==> src/rtl/mem_arbiter_if.sv <==
// CPU, DMA and memory-pin bundle around mem_arbiter; slave is the arbiter side,
// master is the requesters plus the memory macro.
interface mem_arbiter_if #(
    parameter int AW = 12,
    parameter int DW = 16
);
    logic          cpu_req;
    logic          cpu_we;
    logic          cpu_lock;
    logic [AW-1:0] cpu_addr;
    logic [DW-1:0] cpu_wdata;
    logic          cpu_ack;
    logic [DW-1:0] cpu_rdata;

    logic          dma_req;
    logic          dma_we;
    logic [AW-1:0] dma_addr;
    logic [DW-1:0] dma_wdata;
    logic          dma_ack;
    logic [DW-1:0] dma_rdata;

    logic [AW-1:0] mem_addr;
    logic          mem_write;
    logic [DW-1:0] mem_din;
    logic [DW-1:0] mem_dout;

    modport slave (
        input  cpu_req, cpu_we, cpu_lock, cpu_addr, cpu_wdata,
        output cpu_ack, cpu_rdata,
        input  dma_req, dma_we, dma_addr, dma_wdata,
        output dma_ack, dma_rdata,
        output mem_addr, mem_write, mem_din,
        input  mem_dout
    );

    modport master (
        output cpu_req, cpu_we, cpu_lock, cpu_addr, cpu_wdata,
        input  cpu_ack, cpu_rdata,
        output dma_req, dma_we, dma_addr, dma_wdata,
        input  dma_ack, dma_rdata,
        input  mem_addr, mem_write, mem_din,
        output mem_dout
    );
endinterface

==> src/rtl/mem_arbiter.sv <==
// Round-robin CPU/DMA arbiter for a single-port async-read memory, with a CPU lock for RMW.
// Latency: req->ack 1 cycle, req->rdata 2 cycles; backpressure: req is held until its ack pulse.
module mem_arbiter #(
    parameter int AW       = 12,
    parameter int DW       = 16,
    parameter int LOCK_MAX = 8
) (
    input  logic         clk,
    input  logic         rst_n,
    mem_arbiter_if.slave bus
);
    localparam logic [1:0] IDLE    = 2'd0;
    localparam logic [1:0] CPU_ACC = 2'd1;
    localparam logic [1:0] DMA_ACC = 2'd2;

    localparam int            CW       = $clog2(LOCK_MAX + 1);
    localparam logic [CW-1:0] LOCK_LIM = CW'(LOCK_MAX);
    localparam logic          GNT_CPU  = 1'b0;
    localparam logic          GNT_DMA  = 1'b1;

    logic [1:0]    state;
    logic          last_grant;
    logic          locked;
    logic [CW-1:0] lock_cnt;
    logic [CW-1:0] lock_cnt_inc;
    logic [AW-1:0] addr_q;
    logic          we_q;
    logic [DW-1:0] din_q;
    logic [DW-1:0] cpu_rdata_q;
    logic [DW-1:0] dma_rdata_q;

    logic cpu_elig;
    logic dma_elig;
    logic grant_cpu;
    logic grant_dma;

    // The port being served this cycle is masked, so its still-high req is not re-granted.
    always_comb begin
        cpu_elig     = bus.cpu_req && (state != CPU_ACC);
        dma_elig     = bus.dma_req && (state != DMA_ACC) && !(locked && (lock_cnt < LOCK_LIM));
        grant_cpu    = cpu_elig && (!dma_elig || (last_grant == GNT_DMA));
        grant_dma    = dma_elig && !grant_cpu;
        lock_cnt_inc = (lock_cnt == LOCK_LIM) ? lock_cnt : lock_cnt + CW'(1);
    end

    always_ff @(posedge clk or negedge rst_n) begin
        if (!rst_n) begin
            state       <= IDLE;
            last_grant  <= GNT_DMA;
            locked      <= 1'b0;
            lock_cnt    <= '0;
            addr_q      <= '0;
            we_q        <= 1'b0;
            din_q       <= '0;
            cpu_rdata_q <= '0;
            dma_rdata_q <= '0;
        end else begin
            if ((state == CPU_ACC) && !we_q) begin
                cpu_rdata_q <= bus.mem_dout;
            end
            if ((state == DMA_ACC) && !we_q) begin
                dma_rdata_q <= bus.mem_dout;
            end

            // An unlocked CPU grant releases the lock for its own access cycle,
            // letting a waiting DMA follow the closing write of an RMW back-to-back.
            if (grant_cpu) begin
                state      <= CPU_ACC;
                addr_q     <= bus.cpu_addr;
                we_q       <= bus.cpu_we;
                din_q      <= bus.cpu_wdata;
                last_grant <= GNT_CPU;
                locked     <= bus.cpu_lock;
                lock_cnt   <= bus.cpu_lock ? lock_cnt_inc : '0;
            end else if (grant_dma) begin
                state      <= DMA_ACC;
                addr_q     <= bus.dma_addr;
                we_q       <= bus.dma_we;
                din_q      <= bus.dma_wdata;
                last_grant <= GNT_DMA;
                locked     <= 1'b0;
                lock_cnt   <= '0;
            end else begin
                state <= IDLE;
                we_q  <= 1'b0;
            end
        end
    end

    assign bus.cpu_ack   = (state == CPU_ACC);
    assign bus.dma_ack   = (state == DMA_ACC);
    assign bus.cpu_rdata = cpu_rdata_q;
    assign bus.dma_rdata = dma_rdata_q;
    assign bus.mem_addr  = addr_q;
    assign bus.mem_write = we_q;
    assign bus.mem_din   = din_q;
endmodule

==> src/flat_wrapper.sv <==
// flat-port wrapper written by rule: the top's interface ports become plain ports
module mem_arbiter_flat 
#(
    parameter int AW       = 12,
    parameter int DW       = 16,
    parameter int LOCK_MAX = 8
)
  (clk, rst_n, bus_cpu_req, bus_cpu_we, bus_cpu_lock, bus_cpu_addr, bus_cpu_wdata, bus_cpu_ack, bus_cpu_rdata, bus_dma_req, bus_dma_we, bus_dma_addr, bus_dma_wdata, bus_dma_ack, bus_dma_rdata, bus_mem_addr, bus_mem_write, bus_mem_din, bus_mem_dout);
  mem_arbiter_if #(.AW(AW), .DW(DW)) bus_i ();
  input  logic clk;
  input  logic rst_n;
  input wire logic [$bits(bus_i.cpu_req)-1:0] bus_cpu_req;
  input wire logic [$bits(bus_i.cpu_we)-1:0] bus_cpu_we;
  input wire logic [$bits(bus_i.cpu_lock)-1:0] bus_cpu_lock;
  input wire logic [$bits(bus_i.cpu_addr)-1:0] bus_cpu_addr;
  input wire logic [$bits(bus_i.cpu_wdata)-1:0] bus_cpu_wdata;
  output wire logic [$bits(bus_i.cpu_ack)-1:0] bus_cpu_ack;
  output wire logic [$bits(bus_i.cpu_rdata)-1:0] bus_cpu_rdata;
  input wire logic [$bits(bus_i.dma_req)-1:0] bus_dma_req;
  input wire logic [$bits(bus_i.dma_we)-1:0] bus_dma_we;
  input wire logic [$bits(bus_i.dma_addr)-1:0] bus_dma_addr;
  input wire logic [$bits(bus_i.dma_wdata)-1:0] bus_dma_wdata;
  output wire logic [$bits(bus_i.dma_ack)-1:0] bus_dma_ack;
  output wire logic [$bits(bus_i.dma_rdata)-1:0] bus_dma_rdata;
  output wire logic [$bits(bus_i.mem_addr)-1:0] bus_mem_addr;
  output wire logic [$bits(bus_i.mem_write)-1:0] bus_mem_write;
  output wire logic [$bits(bus_i.mem_din)-1:0] bus_mem_din;
  input wire logic [$bits(bus_i.mem_dout)-1:0] bus_mem_dout;
  assign bus_i.cpu_req = bus_cpu_req;
  assign bus_i.cpu_we = bus_cpu_we;
  assign bus_i.cpu_lock = bus_cpu_lock;
  assign bus_i.cpu_addr = bus_cpu_addr;
  assign bus_i.cpu_wdata = bus_cpu_wdata;
  assign bus_cpu_ack = bus_i.cpu_ack;
  assign bus_cpu_rdata = bus_i.cpu_rdata;
  assign bus_i.dma_req = bus_dma_req;
  assign bus_i.dma_we = bus_dma_we;
  assign bus_i.dma_addr = bus_dma_addr;
  assign bus_i.dma_wdata = bus_dma_wdata;
  assign bus_dma_ack = bus_i.dma_ack;
  assign bus_dma_rdata = bus_i.dma_rdata;
  assign bus_mem_addr = bus_i.mem_addr;
  assign bus_mem_write = bus_i.mem_write;
  assign bus_mem_din = bus_i.mem_din;
  assign bus_i.mem_dout = bus_mem_dout;
  mem_arbiter #(.AW(AW), .DW(DW), .LOCK_MAX(LOCK_MAX)) u_core (.clk(clk), .rst_n(rst_n), .bus(bus_i));
endmodule
==> config.mk <==
export PLATFORM = sky130hd
export DESIGN_NAME = mem_arbiter_flat
export DESIGN_NICKNAME = d
export VERILOG_FILES = /design/src/rtl/mem_arbiter_if.sv /design/src/rtl/mem_arbiter.sv /design/src/flat_wrapper.sv
export SDC_FILE = /design/constraint.sdc
export NUM_CORES = 1
export LEC_CHECK = 0
export BUFFER_PORTS_ARGS = -buffer_cell sky130_fd_sc_hd__buf_2
export CAP_MARGIN = 20
export CORE_ASPECT_RATIO = 1.1
export CORE_MARGIN = 10
export CORE_UTILIZATION = 45
export DETAILED_ROUTE_END_ITERATION = 7
export GPL_ROUTABILITY_DRIVEN = 0
export GPL_TIMING_DRIVEN = 0
export PLACE_DENSITY = 0.76
export SLEW_MARGIN = 20
export SYNTH_ARGS = -nofsm -noshare
export SYNTH_HDL_FRONTEND = slang
export SYNTH_SLANG_ARGS = --single-unit
==> constraint.sdc <==
create_clock -name clk -period 2.2 [get_ports clk]
set_input_delay 0.22 -clock clk [delete_from_list [all_inputs] [get_ports clk]]
set_output_delay 0.22 -clock clk [all_outputs]
set_load 0.03 [all_outputs]
==> results of run 1 <==
## worst max-delay path, delay by kind of cell (launching register included)
kind | cells | cell delay [ns]
muxes | 1 | 0.36
and+or+nand+nor | 2 | 0.64
DFF | 1 | 0.38
buffers and inverters | 1 | 0.26
## kinds of logic after synthesis
| family | share of synthesized area [%] |
|---|---|
| AND/OR/NAND/NOR | 10.1 |
| XOR/XNOR | 0.298 |
| buffers and inverters | 3.45 |
| AO/OA/AOI/OAI | 13.5 |
| flip-flops | 58.8 |
| multiplexers | 13.0 |
| adder cells (fa/ha/maj) | 0.852 |
## state kept, by name (all words and copies together) (netlist names)
register / flops
u_core.bus.mem_addr: 12
u_core.lock_cnt: 4
u_core.state: 2
u_core.bus.dma_rdata: 16
u_core.bus.mem_write: 1
u_core.bus.mem_din: 16
u_core.last_grant: 1
u_core.locked: 1
u_core.bus.cpu_rdata: 16
## layout make-up
class	count	area (µm²)
Fill cell	485	2330
Sequential cell	69	1730
Multi-Input combinational cell	122	1110
Timing Repair Buffer	143	738
Clock buffer	10	138
Tap cell	80	100
Buffer	11	71.3
Inverter	8	30.0
Clock inverter	5	27.5
## per-stage QoR
stage | cells | cell area, µm² | total power (W) | hold WS, ns | util (%)
finish | 448 | 3940 | 0.00594 | 0.115 | 62.9
global route | 448 | 3940 | 0.00630 | 0.107 | 62.9
CTS | 448 | 3940 | 0.00603 | 0.0992 | 62.9
detailed placement | 432 | 3760 | 0.00514 | 0.179 | 60.1
global placement | 431 | 3740 | 0.00506 | 0.456 | 59.7
floorplan | 210 | 2940 | 0.00417 | -0.0756 | -
## where the power goes
group          internal (W)  switching (W)
Combinational       0.00109        0.00186
Sequential          0.00183       0.000283
Clock              0.000425       0.000449
## worst paths after layout
| kind | from | endpoint | cells after the start |
|---|---|---|---|
| min reg2reg | u_core.locked | u_core.locked | 2 |
| min in group asynchronous | rst_n | u_core.bus.dma_rdata[2] | 2 |
| max in group asynchronous | rst_n | u_core.bus.mem_addr[6] | 3 |
| max | u_core.state[0] | u_core.bus.dma_rdata[12] | 4 |
| max reg2reg | u_core.state[0] | u_core.bus.dma_rdata[12] | 4 |
| min | bus_dma_we | u_core.bus.mem_write | 2 |
## routing by layer
layer / up-vias / global-route usage (%) / wire (µm)
met4: 0 / 7.59 / 123
li1: 1079 / - / -
met5: - / 0 / 0
met1: 1065 / 19.1 / 3470
met2: 114 / 22.8 / 3440
met3: 11 / 6.92 / 762
## cell usage in the layout (no fill, tap or decap), types with 3 or more instances in the layout
cell type,netlist,routed
clkinv_2,0,4
dfrtp_1,68,68
o221a_1,21,21
nand2b_1,30,30
o2111ai_1,3,3
buf_4,2,3
o221a_2,7,7
clkbuf_8,0,10
nand2_1,3,3
mux2_2,32,32
buf_2,6,146
inv_1,7,7
## what timing repair did
item,4_1_cts,5_1_grt
setup endpoints to repair,0,0
hold buffers,1,0
resized for setup,0,0
endpoints found under the hold margin,28,0
==> results.toml, run 1 <==
[sta]
finalWorstSetupSlack_ns = 0.431
hold_viol = 0
fin_tns_setup_ns = 0
slew_headroom_pct = 72.0
clock.fmax_mhz = 565
setup_viol = 0
skew_ns = 0.00828
fin_crit_ns = 1.77
rsz0062_at_grt = "false"
drv_slew = 0
tightestPinTransition_ns = 0.420
fin_crit_sh_pct = 80.4

[floorplan]
die_y_um = 105
die_w_um = 97.0
rows = 30
die_area_mm2 = 0.0102
fp.coreArea_mm2 = 0.00627
initial_core_util_pct = 46.8
io_pins = 142

[status]
status = "finished, final reports clean"

[global_routing]
grt_max_degree = 41
grt_use_total_pct = 15.6
grt_overflow_total = 0
antenna_found_initial = 0
grt_pass1_wl_um = 12900
grt_pass1_vias = 2588

[clocking]
path_clk_slew_ns = 0.07
cts.sinks = 69
clockBufferDepth = 2
cts_tree = "built"
clkLatencyLatePin_ns = 0.34
clockRootBuffer = "clkbuf_8"
numCtsBuffers = 9
cts_htree_levels = 3
cts_post_setup_buffers_inserted = 0

[yosys]
yosysTopAreaCell = "dfrtp_1"
yosys-top-cells-count = "68 x dfrtp_1, 32 x mux2_2, 30 x nand2b_1, 21 x o221a_1"
yosys_register_bits = 69
synth_top_area_share_pct = 57.9
syn_area_per_cell_um2 = 14.0
synthMostInstantiatedCell = "dfrtp_1"
synthArstFlopShare_pct = 100
synth_edf_count = 0
synthCells = 210
ys.flop_type = "dfrtp_1"
syn-num-nets = 291
ys_seq_area_share_pct = 58.8
syn_area_mm2 = 0.00294
yosysWarnings = 0
ys_types = 34
synth_area_leaders = "dfrtp_1 58%, mux2_2 12%, o221a_1 8.1%"

[detailed_routing]
drc = 0
firstDrtPassIters = 4
vias = 2269
wl_per_cell_um = 17.4
ant_nets = 0
initialDrtViolationCount = 67
via_per_inst = 5.06
postRouteWirelength_um = 7790

[power]
power_density_mw_per_mm2 = 1510
p_leak_nw = 1.88
vdd_drop_max_v = 0.000689

[placement]
dp_hpwl_um = 6220
port_buffers = 141
post-place-ws_ns = 0.400

[job]
drv_cap = 0

[worst_setup_path]
cp_max_fo = 10
cpMaxStageDelayCell = "dfrtp_1"
endpoint_kind = "flip-flop"
cp_cell_sequence = "or2b_1, nor2_2, buf_4, mux2_2"
critical_path_class = "flip-flop to flip-flop"
worstPathArrival_ns = 1.99
reg2reg_slack_ns = 0.43
startpoint_type = "flip-flop"
critical_path.max_stage_delay_ns = 0.38
cp.required_ns = 2.42

[layout]
drive_above_1_share_pct = 57.6
antenna_cells = 0
syn_to_final_growth_pct = 34.2
nets = 445

[min_path]
hold_path.class = "input port to flip-flop"
Power figures use the tool's default switching activity.
==> run 2, diff against run 1 <==
clock period = 1.7 ns   (was 2.2 ns; I/O delays follow)
==> results.toml, run 2 (synthesis gave the netlist of run 1 again) <==
[layout]
antenna_cells = 0
syn_to_final_growth_pct = 36.6
utilization_pct = 64.0
layout_common_cells = "144 x buf_2, 68 x dfrtp_1, 32 x mux2_2, 30 x nand2b_1, 21 x o221a_1"
nets = 449
final_common_cell = "buf_2"
drive_above_1_share_pct = 59.4

[sta]
clock.fmax_mhz = 615
hold_viol = 0
rsz0062_at_grt = "false"
hold_ws_ns = 0.0743
skew_ns = 0.0102
fin_crit_sh_pct = 95.6
fin_crit_ns = 1.63
setup_viol = 0
tightestPinTransition_ns = 0.394
slew_headroom_pct = 73.7
drv_slew = 0

[worst_setup_path]
endpoint_kind = "flip-flop"
cp_max_fo = 10
worstPathArrival_ns = 1.84
startpoint_type = "flip-flop"
critical_path_class = "flip-flop to flip-flop"
cp.required_ns = 1.91

[floorplan]
die_area_mm2 = 0.0102
initial_core_util_pct = 46.8
die_w_um = 97.0
io_pins = 142
rows = 30
fp.coreArea_mm2 = 0.00627
die_y_um = 105

[power]
power_density_mw_per_mm2 = 1940
p_leak_nw = 1.92
vdd_drop_max_v = 0.000911

[clocking]
cts_htree_levels = 3
numCtsBuffers = 9
cts.sinks = 69
path_clk_slew_ns = 0.08
cts_tree = "built"
clockRootBuffer = "clkbuf_8"
clkLatencyLatePin_ns = 0.34
clockBufferDepth = 2

[global_routing]
met3_usage_pct = 7.51
grt_pass1_wl_um = 13000
met2_usage_pct = 23.0
globalRouteMet1Util_pct = 19.0
grt_pass1_vias = 2601
grt_busiest_layer = "met2"
grt_use_total_pct = 15.5
grt_overflow_total = 0
grt_max_degree = 41
antenna_found_initial = 0

[status]
status = "finished, final reports clean"

[detailed_routing]
via_per_inst = 5.03
initialDrtViolationCount = 68
firstDrtPassIters = 4
postRouteWirelength_um = 7820
drc = 0
ant_nets = 0
wl_per_cell_um = 17.3
vias = 2274

[min_path]
hold_path.class = "input port to flip-flop"

[job]
drv_cap = 0

[placement]
port_buffers = 141
dp_hpwl_um = 6220
-- run 2: cell types whose count changed in the layout (fill, tap and decap cells not counted), sizes merged --
| cell | before | now |
|---|---|---|
| clkbuf | 11 | 12 |
| buf | 152 | 155 |
-- run 2: layout make-up --
class                   count  area, µm²
clock inverters             5       27.5
inverters                   8       30.0
plain buffers              11       81.3
well taps                  80        100
multi-input cells         122       1140
repair buffers            147        768
clock buffers              10        138
flip-flops and latches     69       1730
fillers                   478       2260
-- run 2: final timing paths --
check	startpoint	end	slack, ns	depth (start not counted)
setup / recovery	u_core.state[0]	u_core.bus.dma_rdata[12]	0.07	4
hold reg to reg	u_core.locked	u_core.locked	0.49	2
min in group asynchronous	rst_n	u_core.bus.dma_rdata[2]	0.30	2
max in group asynchronous	rst_n	u_core.bus.mem_din[5]	0.87	3
setup reg to reg	u_core.state[0]	u_core.bus.dma_rdata[12]	0.07	4
hold / removal	bus_mem_dout[2]	u_core.bus.dma_rdata[2]	0.07	2
-- run 2: layer usage --
| layer | wire length, µm | part of all wire [%] |
|---|---|---|
| met5 | 0 | 0 |
| met4 | 117 | 1.5 |
| met3 | 808 | 10 |
| met2 | 3390 | 43 |
| met1 | 3510 | 45 |
-- run 2: report_power, final --
part           leakage (nW)  internal [W]  switching, W
logic                  1.02       0.00147       0.00243
registers             0.804       0.00237      0.000378
clock network        0.0877      0.000550      0.000579
total                  1.92       0.00440       0.00339
-- run 2: stage by stage --
| stage | worst slack (ns) | instances | power [W] | setup TNS, ns | area, µm² |
|---|---|---|---|---|---|
| 6_report | 0.0741 | 452 | 0.00779 | 0 | 4010 |
| 4_1_cts | 0.0149 | 448 | 0.00785 | 0 | 3970 |
| 2_1_floorplan | 0.134 | 210 | 0.00540 | 0 | 2940 |
| 3_3_place_gp | -0.0722 | 431 | 0.00654 | -1.81 | 3740 |
| 3_5_place_dp | -0.100 | 432 | 0.00665 | -2.50 | 3760 |
| 5_1_grt | 0.0187 | 452 | 0.00826 | 0 | 4010 |
-- run 2: timing repair --
| item | 4_1_cts | 5_1_grt |
|---|---|---|
| pin swaps | 0 | 1 |
| setup buffers | 0 | 4 |
| resized for setup | 6 | 6 |
| setup endpoints to repair | 39 | 20 |
| hold endpoints to repair | 28 | 0 |
| gates cloned | 0 | 0 |
| hold buffers | 1 | 0 |
-- run 2: worst max-delay path, stage by stage, from the launching register on --
cell,delay [ns]
dfrtp_1,0.41
or2b_4,0.30
nor2_4,0.20
buf_4,0.23
mux2_2,0.36
